==> src/rtl/dmem_arbiter.sv <==
// -----------------------------------------------------------------------------
// dmem_arbiter
//
// Two-port access controller in front of the byte-addressed data memory.
// Port 0 (core load/store unit) and port 1 (debug/DMA) are arbitrated
// round-robin. Each accepted request is checked for a legal type, natural
// alignment and address range. A legal request is run as a clean memory cycle:
// the bus is set up, one single-cycle strobe is issued, the bus is held one
// more cycle, and the read data is captured. The result (or an error for a
// rejected request) is returned on the owning port's response handshake.
// Only one transaction is outstanding at a time.
//
// Ports
//   clk, rstn                  clock (rising edge), asynchronous active-low reset
//   pN_req_valid/ready         request handshake, N = 0, 1
//   pN_req_addr/wdata/we/type  byte address, store data, 1 = store, access type
//                              (000 byte, 100 ubyte, 001 half, 110 uhalf, 010 word)
//   pN_resp_valid/ready        response handshake
//   pN_resp_rdata              load result; 0 for stores and errors
//   pN_resp_err                request rejected with no memory access
//   mem_address/write_data/type  memory bus, changes only when a legal request
//                              is accepted
//   mem_write_enable/read_enable single-cycle strobes
//   mem_read_data              from memory, valid the cycle after the read strobe
// -----------------------------------------------------------------------------
module dmem_arbiter #(
    parameter int unsigned MEM_BYTES = 1024
) (
    input  logic        clk,
    input  logic        rstn,

    input  logic        p0_req_valid,
    output logic        p0_req_ready,
    input  logic [31:0] p0_req_addr,
    input  logic [31:0] p0_req_wdata,
    input  logic        p0_req_we,
    input  logic [2:0]  p0_req_type,
    output logic        p0_resp_valid,
    input  logic        p0_resp_ready,
    output logic [31:0] p0_resp_rdata,
    output logic        p0_resp_err,

    input  logic        p1_req_valid,
    output logic        p1_req_ready,
    input  logic [31:0] p1_req_addr,
    input  logic [31:0] p1_req_wdata,
    input  logic        p1_req_we,
    input  logic [2:0]  p1_req_type,
    output logic        p1_resp_valid,
    input  logic        p1_resp_ready,
    output logic [31:0] p1_resp_rdata,
    output logic        p1_resp_err,

    output logic [31:0] mem_address,
    output logic [31:0] mem_write_data,
    output logic [2:0]  mem_type,
    output logic        mem_write_enable,
    output logic        mem_read_enable,
    input  logic [31:0] mem_read_data
);

    localparam logic [2:0] TYPE_B  = 3'b000;
    localparam logic [2:0] TYPE_BU = 3'b100;
    localparam logic [2:0] TYPE_H  = 3'b001;
    localparam logic [2:0] TYPE_HU = 3'b110;
    localparam logic [2:0] TYPE_W  = 3'b010;

    typedef enum logic [2:0] {
        IDLE,
        SETUP,
        STROBE,
        CAPTURE,
        RESP
    } state_t;

    // ---------------------------------------------------------------------
    // Per-port request/response signals gathered into arrays so the port
    // logic can be written once.
    // ---------------------------------------------------------------------
    logic [1:0]  req_valid;
    logic [1:0]  req_we;
    logic [1:0]  resp_ready;
    logic [31:0] req_addr  [2];
    logic [31:0] req_wdata [2];
    logic [2:0]  req_type  [2];
    logic [1:0]  req_ready;
    logic [1:0]  resp_valid;
    logic [1:0]  resp_err;
    logic [31:0] resp_rdata [2];

    assign req_valid    = {p1_req_valid, p0_req_valid};
    assign req_we       = {p1_req_we, p0_req_we};
    assign resp_ready   = {p1_resp_ready, p0_resp_ready};
    assign req_addr[0]  = p0_req_addr;
    assign req_addr[1]  = p1_req_addr;
    assign req_wdata[0] = p0_req_wdata;
    assign req_wdata[1] = p1_req_wdata;
    assign req_type[0]  = p0_req_type;
    assign req_type[1]  = p1_req_type;

    assign p0_req_ready  = req_ready[0];
    assign p1_req_ready  = req_ready[1];
    assign p0_resp_valid = resp_valid[0];
    assign p1_resp_valid = resp_valid[1];
    assign p0_resp_err   = resp_err[0];
    assign p1_resp_err   = resp_err[1];
    assign p0_resp_rdata = resp_rdata[0];
    assign p1_resp_rdata = resp_rdata[1];

    // ---------------------------------------------------------------------
    // State. The memory bus registers double as the request latch for
    // address, store data and type: they are loaded exactly once, when a
    // legal request leaves IDLE, and otherwise hold their last values.
    // ---------------------------------------------------------------------
    state_t      state_q, state_d;
    logic        last_grant_q, last_grant_d;
    logic        port_q, port_d;
    logic        we_q, we_d;
    logic        err_q, err_d;
    logic [31:0] rdata_q, rdata_d;
    logic [31:0] mem_address_q, mem_address_d;
    logic [31:0] mem_wdata_q, mem_wdata_d;
    logic [2:0]  mem_type_q, mem_type_d;
    logic        mem_we_q, mem_we_d;
    logic        mem_re_q, mem_re_d;

    assign mem_address      = mem_address_q;
    assign mem_write_data   = mem_wdata_q;
    assign mem_type         = mem_type_q;
    assign mem_write_enable = mem_we_q;
    assign mem_read_enable  = mem_re_q;

    // ---------------------------------------------------------------------
    // Round-robin grant: a lone requester wins; on a tie the port that did
    // not win last time goes next.
    // ---------------------------------------------------------------------
    logic grant_valid;
    logic grant_port;

    assign grant_valid = |req_valid;
    assign grant_port  = (&req_valid) ? ~last_grant_q : req_valid[1];

    // Legal type for the direction, natural alignment, and the last byte
    // touched inside the memory. The end address is formed in 33 bits so a
    // request near 0xFFFFFFFF cannot wrap back into range.
    function automatic logic req_legal(input logic we, input logic [2:0] t,
                                       input logic [31:0] a);
        logic        kind_ok;
        logic        align_ok;
        logic [32:0] size;
        logic [32:0] last_byte;
        kind_ok  = 1'b0;
        align_ok = 1'b1;
        size     = 33'd1;
        case (t)
            TYPE_B:  begin kind_ok = 1'b1; size = 33'd1; end
            TYPE_BU: begin kind_ok = ~we;  size = 33'd1; end
            TYPE_H:  begin kind_ok = 1'b1; size = 33'd2; align_ok = ~a[0]; end
            TYPE_HU: begin kind_ok = ~we;  size = 33'd2; align_ok = ~a[0]; end
            TYPE_W:  begin kind_ok = 1'b1; size = 33'd4; align_ok = (a[1:0] == 2'b00); end
            default: kind_ok = 1'b0;
        endcase
        last_byte = {1'b0, a} + size - 33'd1;
        return kind_ok && align_ok && (last_byte <= 33'(MEM_BYTES - 1));
    endfunction

    // The memory returns the addressed bytes in the low lanes; the upper
    // lanes are not trusted, so the load result is rebuilt here from the type.
    function automatic logic [31:0] load_extend(input logic [31:0] d,
                                                input logic [2:0] t);
        logic [31:0] r;
        case (t)
            TYPE_B:  r = {{24{d[7]}}, d[7:0]};
            TYPE_BU: r = {24'h000000, d[7:0]};
            TYPE_H:  r = {{16{d[15]}}, d[15:0]};
            TYPE_HU: r = {16'h0000, d[15:0]};
            default: r = d;
        endcase
        return r;
    endfunction

    // ---------------------------------------------------------------------
    // Next-state logic
    // ---------------------------------------------------------------------
    always_comb begin
        state_d       = state_q;
        last_grant_d  = last_grant_q;
        port_d        = port_q;
        we_d          = we_q;
        err_d         = err_q;
        rdata_d       = rdata_q;
        mem_address_d = mem_address_q;
        mem_wdata_d   = mem_wdata_q;
        mem_type_d    = mem_type_q;
        // Strobes are only ever raised for the single cycle after SETUP.
        mem_we_d      = 1'b0;
        mem_re_d      = 1'b0;

        unique case (state_q)
            IDLE: begin
                if (grant_valid) begin
                    port_d       = grant_port;
                    last_grant_d = grant_port;
                    we_d         = req_we[grant_port];
                    rdata_d      = '0;
                    if (req_legal(req_we[grant_port], req_type[grant_port],
                                  req_addr[grant_port])) begin
                        err_d         = 1'b0;
                        mem_address_d = req_addr[grant_port];
                        mem_wdata_d   = req_wdata[grant_port];
                        mem_type_d    = req_type[grant_port];
                        state_d       = SETUP;
                    end else begin
                        // Rejected: bus untouched, answer straight away.
                        err_d   = 1'b1;
                        state_d = RESP;
                    end
                end
            end
            SETUP: begin
                mem_we_d = we_q;
                mem_re_d = ~we_q;
                state_d  = STROBE;
            end
            STROBE: begin
                state_d = CAPTURE;
            end
            CAPTURE: begin
                if (!we_q) begin
                    rdata_d = load_extend(mem_read_data, mem_type_q);
                end
                state_d = RESP;
            end
            RESP: begin
                if (resp_ready[port_q]) begin
                    state_d = IDLE;
                end
            end
            default: begin
                state_d = IDLE;
            end
        endcase
    end

    // ---------------------------------------------------------------------
    // State registers. Reset is asynchronous so an in-flight strobe drops
    // the moment rstn falls.
    // ---------------------------------------------------------------------
    always_ff @(posedge clk or negedge rstn) begin
        if (!rstn) begin
            state_q       <= IDLE;
            last_grant_q  <= 1'b1;
            port_q        <= 1'b0;
            we_q          <= 1'b0;
            err_q         <= 1'b0;
            rdata_q       <= '0;
            mem_address_q <= '0;
            mem_wdata_q   <= '0;
            mem_type_q    <= '0;
            mem_we_q      <= 1'b0;
            mem_re_q      <= 1'b0;
        end else begin
            state_q       <= state_d;
            last_grant_q  <= last_grant_d;
            port_q        <= port_d;
            we_q          <= we_d;
            err_q         <= err_d;
            rdata_q       <= rdata_d;
            mem_address_q <= mem_address_d;
            mem_wdata_q   <= mem_wdata_d;
            mem_type_q    <= mem_type_d;
            mem_we_q      <= mem_we_d;
            mem_re_q      <= mem_re_d;
        end
    end

    // ---------------------------------------------------------------------
    // Per-port handshake outputs. Ready is offered only in IDLE and only to
    // the granted port, so the other port can never slip in while a
    // transaction is outstanding.
    // ---------------------------------------------------------------------
    generate
        for (genvar gi = 0; gi < 2; gi++) begin : g_port
            assign req_ready[gi]  = (state_q == IDLE) && grant_valid &&
                                    (grant_port == 1'(gi));
            assign resp_valid[gi] = (state_q == RESP) && (port_q == 1'(gi));
            assign resp_err[gi]   = resp_valid[gi] & err_q;
            assign resp_rdata[gi] = resp_valid[gi] ? rdata_q : '0;
        end
    endgenerate

endmodule

==> config.mk <==
export PLATFORM = sky130hd
export DESIGN_NAME = dmem_arbiter
export DESIGN_NICKNAME = d
export VERILOG_FILES = /design/src/rtl/dmem_arbiter.sv
export SDC_FILE = /design/constraint.sdc
export NUM_CORES = 1
export LEC_CHECK = 0
export BUFFER_PORTS_ARGS = -buffer_cell sky130_fd_sc_hd__buf_2
export CAP_MARGIN = 20
export CORE_MARGIN = 3
export CORE_UTILIZATION = 53
export CTS_CLUSTER_DIAMETER = 100
export DETAILED_ROUTE_END_ITERATION = 7
export PLACE_DENSITY = 0.86
export SLEW_MARGIN = 5
export SYNTH_ARGS = -nofsm -noshare
export SYNTH_HDL_FRONTEND = slang
export SYNTH_SLANG_ARGS = --single-unit
==> constraint.sdc <==
create_clock -name clk -period 10.8 [get_ports clk]
set_input_delay 1.62 -clock clk [delete_from_list [all_inputs] [get_ports clk]]
set_output_delay 1.62 -clock clk [all_outputs]
set_load 0.02 [all_outputs]
# After elaboration in Yosys (flattened, before gate mapping)
# Index checks and enable logic that the tools add are counted.
# op_classes
eq_ne	14
magnitude_cmp	4
reduce_logical	21
addsub	2
n_mux	36
bitwise_logic	9
# ops
operator	n
$mux W32	10
$pmux W32 S4	1
$mux W33	2
$pmux W32 S2	1
$add A32 B33 Y33	1
$le A33 B10 Y1 const B	1
$sub A33 B1 Y33 const B	1
$mux W3	6
$eq A3 B3 Y1 const B	5
$pmux W3 S5	1
$mux W1	12
$eq A3 B1 Y1 const B	3
$eq A3 B2 Y1 const B	3
$logic_not A3 Y1	3
$logic_and A1 B1 Y1	7
$ne A2 B2 Y1 const B	3
$not A1 Y1	6
$pmux W3 S2	1
$reduce_and A2 Y1	3
$reduce_and A3 Y1	2
$reduce_or A2 Y1	3
$lt A1 B2 Y1 const B	2
$pmux W1 S2	2
$reduce_or A3 Y1	1
other kinds (5)	6
# totals
inputBits	174
output_inout_bits	139
regBits	108

# Depth between registers and ports, before layout
# depth
word_depth	18
mapped_depth	22
ltp_nobuf	17

# Worst setup path before layout
# OpenSTA, ideal clock, no wires.
# synth_timing
path_type	input to register
start	input p1_req_valid
end	register mem_address_q[25], in the netlist mem_address[25]
setup_slack_ns	3.803
t_arrival_ns	6.870
required_time_ns	10.673
path_buffers	5
setup_ns	0.127
stages	21
cell_sequence	a21boi_1 -> clkbuf_1 -> clkbuf_1 -> buf_1 -> mux2i_1 -> ha_1 -> inv_1 -> ha_1 -> inv_1 -> fa_1 -> nor2b_1 -> o31ai_1 -> a211o_1 -> a211oi_1 -> o21ai_0 -> a221o_1 -> or4_4 -> nor4_4 -> buf_4 -> buf_6 -> mux2_1
# synth_via
elab_chain_len	16
word_cells_on_any_way	38
# synth_lines
item	line	text
start: declaration	43	input logic p1_req_valid,
$reduce_and A2 Y1	141	assign grant_port = (&req_valid) ? ~last_grant_q : req_valid[1];
$mux W1	141	
$not A1 Y2 (implied by the code)	206, 207, 209	
$mux W3 (implied by the code) (3 in series)	206	if (req_legal(req_we[grant_port], req_type[grant_port],
$eq A3 B3 Y1 / $eq A3 B1 Y1 (equally long branches)	155	case (t)
$reduce_or A2 Y1 (no source line)	n/a	
$pmux W3 S2	155	
$mux W33	201	if (grant_valid) begin
$mux W33	199	unique case (state_q)
$add A32 B33 Y33	163	last_byte = {1'b0, a} + size - 33'd1;
$sub A33 B1 Y33	163	
$le A33 B10 Y1	164	return kind_ok && align_ok && (last_byte <= 33'(MEM_BYTES - 1));
$logic_and A1 B1 Y1	164	
$reduce_and A3 Y1 (no source line)	n/a	
end signal: assignment	269	mem_address_q <= mem_address_d;
end: declaration	121	logic [31:0] mem_address_q, mem_address_d;
# Several ways; a longest one is shown, not always the timed one. The select of a mux whose other input is x is not followed.
# A chain may end at the register's enable or synchronous reset.

# Final worst setup path
# layout_timing
start	input p0_req_valid
end	register mem_wdata_q[13], in the netlist mem_write_data[13]
# layout_via
elab_chain_len	16
word_cells_on_any_way	41
# layout_lines
item	line	text
start: declaration	32	input logic p0_req_valid,
$reduce_and A2 Y1	141	
$mux W1	141	
$not A1 Y2 (implied by the code)	206, 207, 210	
$mux W3 (implied by the code) (3 in series)	206	
$eq A3 B3 Y1 / $eq A3 B1 Y1 (equally long branches)	155	
$reduce_or A2 Y1 (no source line)	n/a	
$pmux W3 S2	155	
$mux W33	201	
$mux W33	199	
$add A32 B33 Y33	163	
$sub A33 B1 Y33	163	
$le A33 B10 Y1	164	
$logic_and A1 B1 Y1	164	
$reduce_and A3 Y1 (no source line)	n/a	
end signal: assignment	270	mem_wdata_q <= mem_wdata_d;
end: declaration	122	logic [31:0] mem_wdata_q, mem_wdata_d;
# Several ways; a longest one is shown, not always the timed one. The select of a mux whose other input is x is not followed.

==> impl_metrics.csv <==
group,metric,value,unit
critical_path,endpoint_kind,"register",
clock_tree,clock_latency,0.36,ns
placement,port_buffers,312,
synthesis,ys_ff_latch,108,
grt,overflow,0,
synthesis,synth_top_cell_area_share,34.7,%
drt,vias,7348,
floorplan,io_pins,313,
sta,relSlewSlack,22.9,%
final_layout,drive_gt1_share,41.0,%
sta,setup-tns-final,0,ns
critical_path,r2r-end,"mem_write_data[13]",
floorplan,dieArea,16000,um2
synthesis,synth_edf_count,0,
synthesis,synthMostInstantiatedCell,"dfrtp_1",
clock_tree,cts_sinks,108,
clock_tree,cts_setup_buffers,0,
grt,grt_start_max_net_pins,71,
hold_path,whs_path_depth,1,
synthesis,synthArstFlopShare,100,%
synthesis,ys.warnings.count,0,
synthesis,yosysTopAreaCell,"dfrtp_1",
critical_path,path_cells,"buf_2, a21boi_4, buf_4, mux2i_1, ha_1, inv_1, ha_1, inv_1, fa_1, nor2b_1, o31ai_1, a211o_1, a211oi_1, o21ai_0, a221o_1, or4_4, nor4_4, buf_4, mux2_2",
clock_tree,cts-resized-gates,0,
synthesis,synth_area,7710,um2
floorplan,initial_core_util,54.9,%
final_layout,syn2layout_area_growth,26.0,%
critical_path,r2r-start,"last_grant_q",
floorplan,core,14000,um2
hold_path,min_to,"mem_address[29]",
synthesis,synth_nets,1035,
power_and_ir_drop,power_per_cell_area,141,nW/um2
power_and_ir_drop,p_comb_share,42.0,%
synthesis,postSynthAreaPerCell,9.33,um2
clock_tree,root_buffer,"clkbuf_16",
drt,wl,23.4,mm
grt,antenna_found_initial,2,
critical_path,cpPeakStageDelay,0.70,ns
sta,setup_violations,0,
clock_tree,cts_tree,"yes",
power_and_ir_drop,ir_drop,0.000101,V
sta,rsz0062_at_grt,"no",
critical_path,worst-path-max-fanout,42,
power_and_ir_drop,seqPwrFrac,31.9,%
critical_path,worstPathRequired,11.04,ns
power_and_ir_drop,p_sw_share,38.9,%
synthesis,synth-main-ff-cell,"dfrtp_1",
placement,place_inst,1282,
final_layout,final_nets,1322,
grt,grt_pass1_wl,36.6,mm
critical_path,crit_path_top_delay_cell,"nor4_4",
drt,ant_nets,0,
placement,dp_hpwl,18.1,mm
sta,fmax,130,MHz
drt,drc_errors,0,
critical_path,cp.arrival,7.91,ns
floorplan,core.rowCount,43,
final_layout,instances_no_fill,1300,
drt,dr.pass1.iters,5,
grt,track_usage,28.1,%
hold_path,min_path_type,"reg -> reg",
grt,grt_pass1_vias,7129,
final_layout,fillers,1150,
synthesis,synth_cells,826,
power_and_ir_drop,p_int,838,uW
drt,wl_per_cell,18.0,um
power_and_ir_drop,p_leak,0.00543,uW
placement,gp_congestion,0.973,
clock_tree,numCtsBuffers,9,
clock_tree,htreeDepth,3,
job,drv_cap,0,
clock_tree,ctsHoldBuffers,0,
sta,post-route-min-period,7.67,ns
hold_path,worstHoldStart,"mem_address[29]",
sta,report.final.slew_viol_count,0,
critical_path,ff2ff_setup_slack,4.16,ns
drt,drtIter0Drc,340,
critical_path,path_buf_inv,5,
status,outcome,"finished, final reports clean",
critical_path,reg2regPathDepth,18,
synthesis,synth-seq-area-share,35.1,%
clock_tree,clk_path_buf_depth,2,
power_and_ir_drop,power_switching,534,uW
critical_path,worstSetupPathType,"in -> reg",
synthesis,synth_commonest_cells,"dfrtp_1, mux2_2, nand2_1, nor2_1",
critical_path,start_kind,"input pin",
floorplan,die_y,127,um
sta,worst_pin_slew,1.16,ns
power_and_ir_drop,p_clk_share,26.1,%
sta,finalHoldViolCount,0,
drt,routed_via_density,5.65,
sta,skew,0.00807,ns
sta,fin_crit_sh,71.0,%
synthesis,ys_types,64,
critical_path,crit_family,"compound AO/OA/AOI/OAI gates",
clock_tree,clk_transition_reported_paths,0.07,ns
synthesis,ys_top_cells_by_area,"dfrtp_1, mux2_2, ha_1, mux2_1, a21oi_1",
floorplan,die_w,127,um
-- sequential cells by signal, indices dropped and copies added, names as in the netlist --
name              flops
err_q                 1
last_grant_q          1
mem_write_data       32
mem_type              3
state_q               3
mem_address          32
mem_write_enable      1
we_q                  1
port_q                1
rdata_q              32
mem_read_enable       1
-- per-stage QoR --
| step | utilization (%) | hold slack (ns) | instance area, um2 | setup WS (ns) | total power [uW] |
|---|---|---|---|---|---|
| 3_3_place_gp | 66.9 | 0.463 | 9390 | 3.01 | 1010 |
| 4_1_cts | 69.1 | 0.487 | 9710 | 3.13 | 1370 |
| 5_1_grt | 69.2 | 0.494 | 9710 | 2.61 | 1460 |
| 3_5_place_dp | 66.9 | 0.471 | 9390 | 2.79 | 1010 |
| 6_report | 69.2 | 0.481 | 9710 | 3.13 | 1370 |
| 2_1_floorplan | - | 0.456 | 7710 | 3.80 | 849 |
-- logic make-up (layout without fill, tap and decap cells) --
kind of cell | after synthesis | after routing | synth area share, %
compound gates | 182 | 182 | 15.3
xor+xnor | 11 | 11 | 1.25
fa+ha+maj | 35 | 35 | 5.78
buf+inv | 93 | 385 | 4.93
flops | 108 | 108 | 35.1
mux | 142 | 142 | 20.5
other cells | 0 | 2 | 0
simple gates | 255 | 255 | 17.2
-- final cells by class --
class	instances	area (um2)	area share [%]
multi-input cells	625	4640	47.8
flip-flops and latches	108	2700	27.8
clock inverters	5	65.1	0.670
repair buffers	322	1640	16.9
clock buffers	11	253	2.60
inverters	47	176	1.82
well taps	180	225	2.32
diodes	2	5.00	0.0515
-- metal layers --
metal	track usage [%]	up-vias	part of all wire, %
met4	9.21	0	2.5
met3	5.73	39	6.4
met5	0	-	0
met1	35.2	3483	42
met2	48.5	272	49
li1	-	3554	-
-- placed cells by master (no fill, tap or decap), drive strengths merged, types with 10 or more instances in the layout --
cell type / netlist / final
ha: 34 / 34
and2: 36 / 36
mux2: 127 / 127
nand3: 17 / 17
mux2i: 15 / 15
buf: 9 / 322
a31o: 10 / 10
and3: 37 / 37
clkbuf: 37 / 11
a21o: 12 / 12
o21ai: 48 / 48
inv: 47 / 49
a21oi: 48 / 48
nor2: 49 / 49
dfrtp: 107 / 107
nand2: 62 / 62
-- how the worst max path moves through the flow --
stage                  from            endpoint  slack, ns  cells after the start
6_report       p0_req_valid  mem_write_data[13]       3.13                     19
5_1_grt        p1_req_valid  mem_write_data[13]       2.61                     19
4_1_cts        p0_req_valid  mem_write_data[13]       3.13                     19
3_5_place_dp   p0_req_valid   mem_write_data[0]       2.79                     19
3_3_place_gp   p0_req_valid  mem_write_data[11]       3.01                     19
2_1_floorplan  p1_req_valid     mem_address[25]       3.80                     21
-- power groups by stage --
stage | Combinational (uW) | Clock (uW) | Sequential [uW]
global placement | 563 | 0 | 445
CTS | 574 | 363 | 438
global route | 642 | 376 | 442
finish | 576 | 358 | 438
detailed placement | 567 | 0 | 446
floorplan | 421 | 0 | 428
(Power assumes the default switching activity.)
